--- config.mk ---
export PLATFORM = sky130hd
export DESIGN_NAME = wb_region_slave
export DESIGN_NICKNAME = d
export VERILOG_FILES = /design/src/rtl/wb_pkg.sv /design/src/rtl/wb_region_decode.sv /design/src/rtl/wb_region_slave.sv
export SDC_FILE = /design/constraint.sdc
export NUM_CORES = 1
export LEC_CHECK = 0
export CAP_MARGIN = 5
export CORE_AREA = 2 2 132 83
export DETAILED_ROUTE_END_ITERATION = 6
export DIE_AREA = 0 0 134 85
export GPL_ROUTABILITY_DRIVEN = 0
export GPL_TIMING_DRIVEN = 0
export MAX_ROUTING_LAYER = met4
export PLACE_DENSITY_LB_ADDON = 0.08
export SLEW_MARGIN = 10
export SYNTH_ARGS = -nofsm -noshare
export SYNTH_HDL_FRONTEND = slang
export SYNTH_SLANG_ARGS = --single-unit
--- constraint.sdc ---
create_clock -name CLK_I -period 3.2 [get_ports CLK_I]
set_input_delay 0.64 -clock CLK_I [delete_from_list [all_inputs] [get_ports CLK_I]]
set_output_delay 0.64 -clock CLK_I [all_outputs]
set_load 0.01 [all_outputs]
--- src/rtl/wb_pkg.sv ---
// Shared constants for the Wishbone region slave.
// FSM state encoding, bus width, default base address and clog2.
package wb_pkg;

    localparam int DW = 32;
    localparam logic [31:0] BASE_DEFAULT = 32'h3000_0000;

    localparam logic [1:0] S_IDLE = 2'd0;
    localparam logic [1:0] S_WAIT = 2'd1;
    localparam logic [1:0] S_RESP = 2'd2;
    localparam logic [1:0] S_ERR  = 2'd3;

    function automatic int clog2(input int n);
        int r;
        r = 0;
        for (int i = 0; i < 31; i++) begin
            if ((1 << i) < n) r = i + 1;
        end
        return r;
    endfunction

endpackage

--- src/rtl/wb_region_decode.sv ---
// Address decoder: splits the bus address into equal regions above BASE_ADDR.
// Receives only ADR_I[31:REGION_AW]; the in-region offset is not needed here.
module wb_region_decode
    import wb_pkg::*;
#(
    parameter int          NUM_REGIONS = 2,
    parameter int          REGION_AW   = 7,
    parameter logic [31:0] BASE_ADDR   = BASE_DEFAULT,
    localparam int         IDXW        = clog2(NUM_REGIONS),
    localparam int         IW          = (IDXW == 0) ? 1 : IDXW
) (
    input  logic [31-REGION_AW:0] i_adr_hi,
    output logic                  o_hit,
    output logic [IW-1:0]         o_idx
);

    localparam logic [31-REGION_AW:0] BASE_HI = BASE_ADDR[31:REGION_AW];

    logic w_tag_ok;
    logic w_in_range;

    assign w_tag_ok = (i_adr_hi >> IDXW) == (BASE_HI >> IDXW);

    generate
        if (IDXW == 0) begin : g_one
            assign o_idx      = '0;
            assign w_in_range = 1'b1;
        end else begin : g_many
            localparam logic [IW:0] NR = (IW + 1)'(NUM_REGIONS);
            assign o_idx      = i_adr_hi[IW-1:0];
            assign w_in_range = {1'b0, o_idx} < NR;
        end
    endgenerate

    assign o_hit = w_tag_ok && w_in_range;

endmodule

--- src/rtl/wb_region_slave.sv ---
// Wishbone classic slave fanning transfers out to NUM_REGIONS devices
// with a one-cycle request pulse and a device-paced acknowledge.
module wb_region_slave
    import wb_pkg::*;
#(
    parameter int          NUM_REGIONS = 2,
    parameter int          REGION_AW   = 7,
    parameter logic [31:0] BASE_ADDR   = BASE_DEFAULT,
    parameter int          DW          = wb_pkg::DW,
    parameter int          TIMEOUT     = 15,
    localparam int         IDXW        = clog2(NUM_REGIONS),
    localparam int         IW          = (IDXW == 0) ? 1 : IDXW
) (
    input  logic                      CLK_I,
    input  logic                      RST_I,
    input  logic                      CYC_I,
    input  logic                      STB_I,
    input  logic                      WE_I,
    input  logic [DW/8-1:0]           SEL_I,
    input  logic [31:0]               ADR_I,
    input  logic [DW-1:0]             DAT_I,
    output logic                      ACK_O,
    output logic                      ERR_O,
    output logic [DW-1:0]             DAT_O,
    output logic [NUM_REGIONS-1:0]    DEV_REQ,
    output logic                      DEV_WE,
    output logic [REGION_AW-3:0]      DEV_ADDR,
    output logic [DW-1:0]             DEV_WDATA,
    output logic [DW/8-1:0]           DEV_BE,
    input  logic [NUM_REGIONS*DW-1:0] DEV_RDATA,
    input  logic [NUM_REGIONS-1:0]    DEV_ACK
);

    localparam logic [7:0] TO_LIM = 8'(TIMEOUT);
    localparam logic [NUM_REGIONS-1:0] ONE = NUM_REGIONS'(1);

    logic [1:0]             r_state;
    logic [7:0]             r_cnt;
    logic [IW-1:0]          r_idx;
    logic                   r_ack;
    logic                   r_err;
    logic [DW-1:0]          r_dat;
    logic [NUM_REGIONS-1:0] r_req;
    logic                   r_we;
    logic [REGION_AW-3:0]   r_addr;
    logic [DW-1:0]          r_wdata;
    logic [DW/8-1:0]        r_be;

    logic                   w_hit;
    logic [IW-1:0]          w_idx;
    logic                   w_ack_sel;
    logic [DW-1:0]          w_rdata_sel;
    logic [7:0]             w_cnt_nx;
    logic                   w_unused;

    wb_region_decode #(
        .NUM_REGIONS(NUM_REGIONS),
        .REGION_AW  (REGION_AW),
        .BASE_ADDR  (BASE_ADDR)
    ) u_dec (
        .i_adr_hi(ADR_I[31:REGION_AW]),
        .o_hit   (w_hit),
        .o_idx   (w_idx)
    );

    // Byte offset within a word carries no meaning for word devices.
    assign w_unused    = ^ADR_I[1:0];
    assign w_ack_sel   = DEV_ACK[r_idx];
    assign w_rdata_sel = DEV_RDATA[int'(r_idx)*DW +: DW];
    assign w_cnt_nx    = r_cnt + 8'd1;

    always_ff @(posedge CLK_I or posedge RST_I) begin
        if (RST_I) begin
            r_state <= S_IDLE;
            r_cnt   <= '0;
            r_idx   <= '0;
            r_ack   <= 1'b0;
            r_err   <= 1'b0;
            r_dat   <= '0;
            r_req   <= '0;
            r_we    <= 1'b0;
            r_addr  <= '0;
            r_wdata <= '0;
            r_be    <= '0;
        end else begin
            r_ack <= 1'b0;
            r_err <= 1'b0;
            r_req <= '0;
            case (r_state)
                S_IDLE: begin
                    if (CYC_I && STB_I) begin
                        if (w_hit) begin
                            r_idx   <= w_idx;
                            r_we    <= WE_I;
                            r_addr  <= ADR_I[REGION_AW-1:2];
                            r_wdata <= DAT_I;
                            r_be    <= WE_I ? SEL_I : '1;
                            r_req   <= ONE << w_idx;
                            r_cnt   <= '0;
                            r_state <= S_WAIT;
                        end else begin
                            r_err   <= 1'b1;
                            r_state <= S_ERR;
                        end
                    end
                end
                S_WAIT: begin
                    if (!CYC_I) begin
                        r_state <= S_IDLE;
                    end else if (w_ack_sel) begin
                        if (!r_we) r_dat <= w_rdata_sel;
                        r_ack   <= 1'b1;
                        r_state <= S_RESP;
                    end else begin
                        r_cnt <= w_cnt_nx;
                        if (w_cnt_nx == TO_LIM) begin
                            r_err   <= 1'b1;
                            r_state <= S_ERR;
                        end
                    end
                end
                S_RESP:  r_state <= S_IDLE;
                S_ERR:   r_state <= S_IDLE;
                default: r_state <= S_IDLE;
            endcase
        end
    end

    assign ACK_O     = r_ack;
    assign ERR_O     = r_err;
    assign DAT_O     = r_dat;
    assign DEV_REQ   = r_req;
    assign DEV_WE    = r_we;
    assign DEV_ADDR  = r_addr;
    assign DEV_WDATA = r_wdata;
    assign DEV_BE    = r_be;

endmodule

# Word-level counts from Yosys, hierarchy flattened
# Index checks and enable logic that the tools add are counted.
# Widths: inputs -> output; s select.
# totals
regBits,89
in_bits,139
# classes
n_addsub,1
order_cmp,1
n_eq_ne,10
n_shift,2
n_mux,26
bitwise,1
n_reduce_logical,8
# ops
op,count
$shiftx 64x7->32,1
$mux 8,4
$eq 24x22->1 const B,1
$mux 2,8
$pmux 8 s2,1
$mux 1,10
$add 8x1->8 const B,1
$eq 8x4->1 const B,1
$ne 2x2->1 const B,3
$pmux 2 s3,1
$reduce_and 5->1,1
$eq 2x2->1 const B,2
$mux 4,1
$ne 4x4->1 const B,1
$reduce_and 4->1,1
$reduce_and 3->1,1
$eq 2x1->1 const B,1
$logic_not 2->1,1
$lt 1x2->1 const B,1
$ne 2x1->1 const B,1
$pmux 1 s2,1
$reduce_and 2->1,1
$reduce_bool 2->1,1
$reduce_or 2->1,1
other kinds (3),3

# Logic depth before layout (Yosys ltp)
# depth
depth_word,6
depth_mapped,6

# Hierarchy
# Synthesis repeated with hierarchy kept, for this count alone.
# unflattened
hier_cells,330
area_unflattened_um2,3916.3
# modules_own_cells
mod,n_inst,cells_each,area_per_inst_um2,seq_area_each_um2
wb_region_slave,1,320,3833.7,2227.1
wb_region_decode,1,10,82.6,0.0

# Worst setup path before layout
# No wires, ideal clock.
# synth_timing
kind,input -> register
start,in ADR_I[27]
end,"reg r_addr[0], in the netlist DEV_ADDR[0]"
setup_ps,127
arrival_ps,1990
path_slack_ps,1082
cell_stages,6
path_buffers,1
path_cell_list,nor4b_1 > nand4_1 > or2_4 > nor2_8 > buf_6 > mux2_1
# synth_via
elab_chain_cells,2
# synth_rtl
item,line,source
start: declaration,wb_region_slave.sv:20,"input logic [31:0] ADR_I,"
$eq 24x22->1,wb_region_decode.sv:22,assign w_tag_ok = (i_adr_hi >> IDXW) == (BASE_HI >> IDXW);
$reduce_and 3->1 (no source line),-,
end signal: assignment,wb_region_slave.sv:95,r_addr <= ADR_I[REGION_AW-1:2];
end: declaration,wb_region_slave.sv:45,logic [REGION_AW-3:0] r_addr;
# Every way passes these cells.
# A chain may end at the register's enable or synchronous reset.

# Worst setup path after layout
# layout_timing
start,in ADR_I[9]
end,"reg r_we, in the netlist DEV_WE"
# layout_via
elab_chain_cells,2
# layout_rtl
item,line,source
$eq 24x22->1,wb_region_decode.sv:22,
$reduce_and 3->1 (no source line),-,
end signal: assignment,wb_region_slave.sv:81,r_we <= 1'b0;
end signal: assignment,wb_region_slave.sv:94,r_we <= WE_I;
end: declaration,wb_region_slave.sv:44,logic r_we;
# Every way passes these cells.

==> results.py <==
metrics = {
    "clock_tree": {
        "cts-resized-gates": 0,
        "clock_latency_ps": 340,
        "cts_buffer_depth": 2,
        "cts_tree": "built",
        "path_clk_slew_ps": 60,
        "cts_hold_buf": 0,
        "cts_inserted_buffers": 9,
        "clkSinkCount": 89,
        "post-cts-setup-buffers": 0,
        "root_buffer": "clkbuf_16",
        "cts_max_level": 3,
    },
    "place": {
        "dp_hpwl_um": 8420,
        "post-place-ws_ps": 408,
        "io_buffers": 214,
    },
    "route": {
        "wl_um": 10900,
        "post_drt_wl_per_cell_um": 16.0,
        "ant_nets": 0,
        "detail_route.first_pass.iterations": 4,
        "drtIter0Drc": 111,
        "vias": 3257,
        "via_per_inst": 4.79,
        "drcViolationCount": 0,
    },
    "global_route": {
        "track_usage_pct": 20.4,
        "grt_remaining_overflow": 0,
        "grt_start_max_net_pins": 59,
        "grt_pass1_vias": 3461,
        "grt_pass1_wl_um": 17600,
        "antenna_found_initial": 0,
    },
    "critical_path": {
        "path_cells": "clkdlybuf4s50_1, nor4_1, nand4_1, or2_4, nor2_8, buf_6, mux2_1",
        "path_max_fanout": 10,
        "worstPathRequired_ps": 3420,
        "ff2ff_path_depth": 5,
        "endpoint_kind": "flip-flop",
        "start_kind": "input port",
        "crit_type": "in -> reg",
        "worstPathArrival_ps": 2650,
        "cp_slowest_stage_delay_ps": 410,
        "crit_path_top_delay_cell": "clkdlybuf4s50_1",
    },
    "sta": {
        "setup_tns_ps": 0,
        "tightest_slew_ps": 721,
        "grt_setup_unrepaired": "false",
        "timing.final.crit_share_pct": 75.8,
        "min_period_ps": 2420,
        "maxSlewViolCount": 0,
        "setup_viol": 0,
        "fin_skew_ps": 4.71,
        "finalHoldViolCount": 0,
        "worst_slack_ps": 775,
        "fmax_mhz": 412,
        "slew_headroom_pct": 51.9,
    },
    "power": {
        "power_mw": 3.20,
        "leakagePower_nw": 2.79,
        "p_per_area_nw_per_um2": 492,
        "max-vdd-ir-drop_mv": 0.314,
    },
    "die": {
        "core_area_um2": 10200,
        "ios": 217,
        "fp-row-count": 29,
        "chipHeight_um": 85,
        "floorplan.initialDensity_pct": 38.0,
        "die_w_um": 134,
        "dieArea_um2": 11400,
    },
    "run_status": {
        "outcome": "completed",
    },
    "hold_path": {
        "hold_depth": 1,
        "min_path_type": "reg -> reg",
    },
    "synthesis": {
        "syn-num-nets": 451,
        "synth_seq_cells": 89,
        "syn_area_um2": 3870,
        "ys_warn_count": 0,
        "avgSynthCellArea_um2": 12.5,
        "synth_cells": 310,
        "yosysUniqueCellTypes": 37,
        "yosysSeqAreaShare_pct": 57.5,
    },
    "finish": {
        "nFillCells": 832,
        "antennaDiodeCount": 0,
        "final_nets": 677,
        "drive_gt1_share_pct": 5.91,
        "syn2layout_area_growth_pct": 68.1,
    },
    "flow_run": {
        "maxCapViolations": 0,
    },
}
==> Yosys cell counts, drive strengths merged <==
cell | n | area [µm²]
dfrtp | 89 | 2230
mux2 | 44 | 495
nor2 | 39 | 163
a21oi | 34 | 170
mux2i | 33 | 330
buf | 8 | 65.1
clkbuf | 6 | 22.5
nand3 | 6 | 30.0
nand2 | 5 | 18.8
nor4 | 5 | 31.3
inv | 4 | 15.0
nand2b | 4 | 25.0
nor4b | 4 | 35.0
xnor2 | 4 | 35.0
o2bb2ai | 3 | 26.3
a22o | 2 | 17.5
ha | 2 | 25.0
nor3 | 2 | 15.0
xor2 | 2 | 17.5
a2111oi | 1 | 8.76
a211oi | 1 | 7.51
a21o | 1 | 7.51
and2 | 1 | 6.26
and4b | 1 | 10.0
nand3b | 1 | 7.51
nand4 | 1 | 6.26
nand4b | 1 | 8.76
o21ai | 1 | 5.00
o21bai | 1 | 7.51
o22a | 1 | 8.76
o22ai | 1 | 6.26
o31ai | 1 | 7.51
or2 | 1 | 8.76
==> final cells by class <==
| class | instances | area (µm²) | area share (%) |
|---|---|---|---|
| Clock inverter | 5 | 56.3 | 0.865 |
| Inverter | 4 | 17.5 | 0.269 |
| Clock buffer | 11 | 233 | 3.58 |
| Buffer | 14 | 87.6 | 1.35 |
| Multi-Input combinational cell | 203 | 1540 | 23.7 |
| Timing Repair Buffer | 215 | 2170 | 33.3 |
| Sequential cell | 89 | 2230 | 34.2 |
| Tap cell | 139 | 174 | 2.67 |
==> cells in the final DEF, fill, tap and decap left out, types with 3 or more instances in the layout <==
cell type	count
buf_6	4
nand3_1	6
nand2_1	5
clkbuf_1	8
mux2i_1	33
buf_2	4
clkbuf_16	9
xnor2_1	4
dfrtp_1	89
nand2b_1	4
nor4_1	5
o2bb2ai_1	3
a21oi_1	34
nor4b_1	4
mux2_1	39
nor2_1	38
mux2_2	5
inv_1	3
clkdlybuf4s50_1	214
==> cell families (layout without fill, tap and decap cells) <==
group	count (synthesis)	in the layout	synth area share (%)
compound gates	47	47	7.05
fa+ha+maj	2	2	0.646
flops	89	89	57.5
mux	77	77	21.3
buf+inv	18	249	2.65
simple gates	71	71	9.44
xor+xnor	6	6	1.36
==> through the flow <==
stage / area, µm² / hold WS [ps] / std cells / util [%]
after floorplan: 3870 / 518 / 310 / -
after global placement: 6190 / 466 / 663 / 60.7
after detailed placement: 6220 / 474 / 664 / 61.0
after CTS: 6510 / 488 / 680 / 63.8
after global routing: 6510 / 503 / 680 / 63.8
final: 6510 / 485 / 680 / 63.8
==> flip-flops by register name, indices dropped and copies added, names as in the netlist <==
register and cells:
DAT_O 32, DEV_ADDR 5, r_idx 1, DEV_REQ 2, ACK_O 1, r_cnt 8
ERR_O 1, DEV_BE 4, DEV_WDATA 32, DEV_WE 1, r_state 2
==> per-layer routing <==
| metal | global-route usage [%] | part of all wire (%) |
|---|---|---|
| met1 | 25.3 | 43 |
| met2 | 31.1 | 45 |
| met3 | 9.74 | 11 |
| met4 | 3.19 | 0.63 |
| met5 | - | 0 |
==> path summary, 6_finish.rpt <==
check,start,to,slack [ps]
worst max register to register,r_idx,r_cnt[0],1090
worst min-delay path,DEV_WDATA[26],DEV_WDATA[26],490
worst min register to register,DEV_WDATA[26],DEV_WDATA[26],490
max in group asynchronous,RST_I,DAT_O[17],1910
min in group asynchronous,RST_I,DEV_WDATA[3],650
worst max-delay path,ADR_I[9],DEV_WE,780
==> worst max-delay path: cells and delay by family <==
kind                   cells  cell delay, ps
multiplexers               1             330
AND/OR/NAND/NOR            4            1070
buffers and inverters      2             600
==> power by group <==
group	switching, mW	leakage (nW)	internal [mW]
registers	0.0934	1.15	1.28
logic	0.300	1.50	0.490
clock network	0.433	0.139	0.604
total	0.826	2.79	2.38
(Power assumes the default switching activity.)
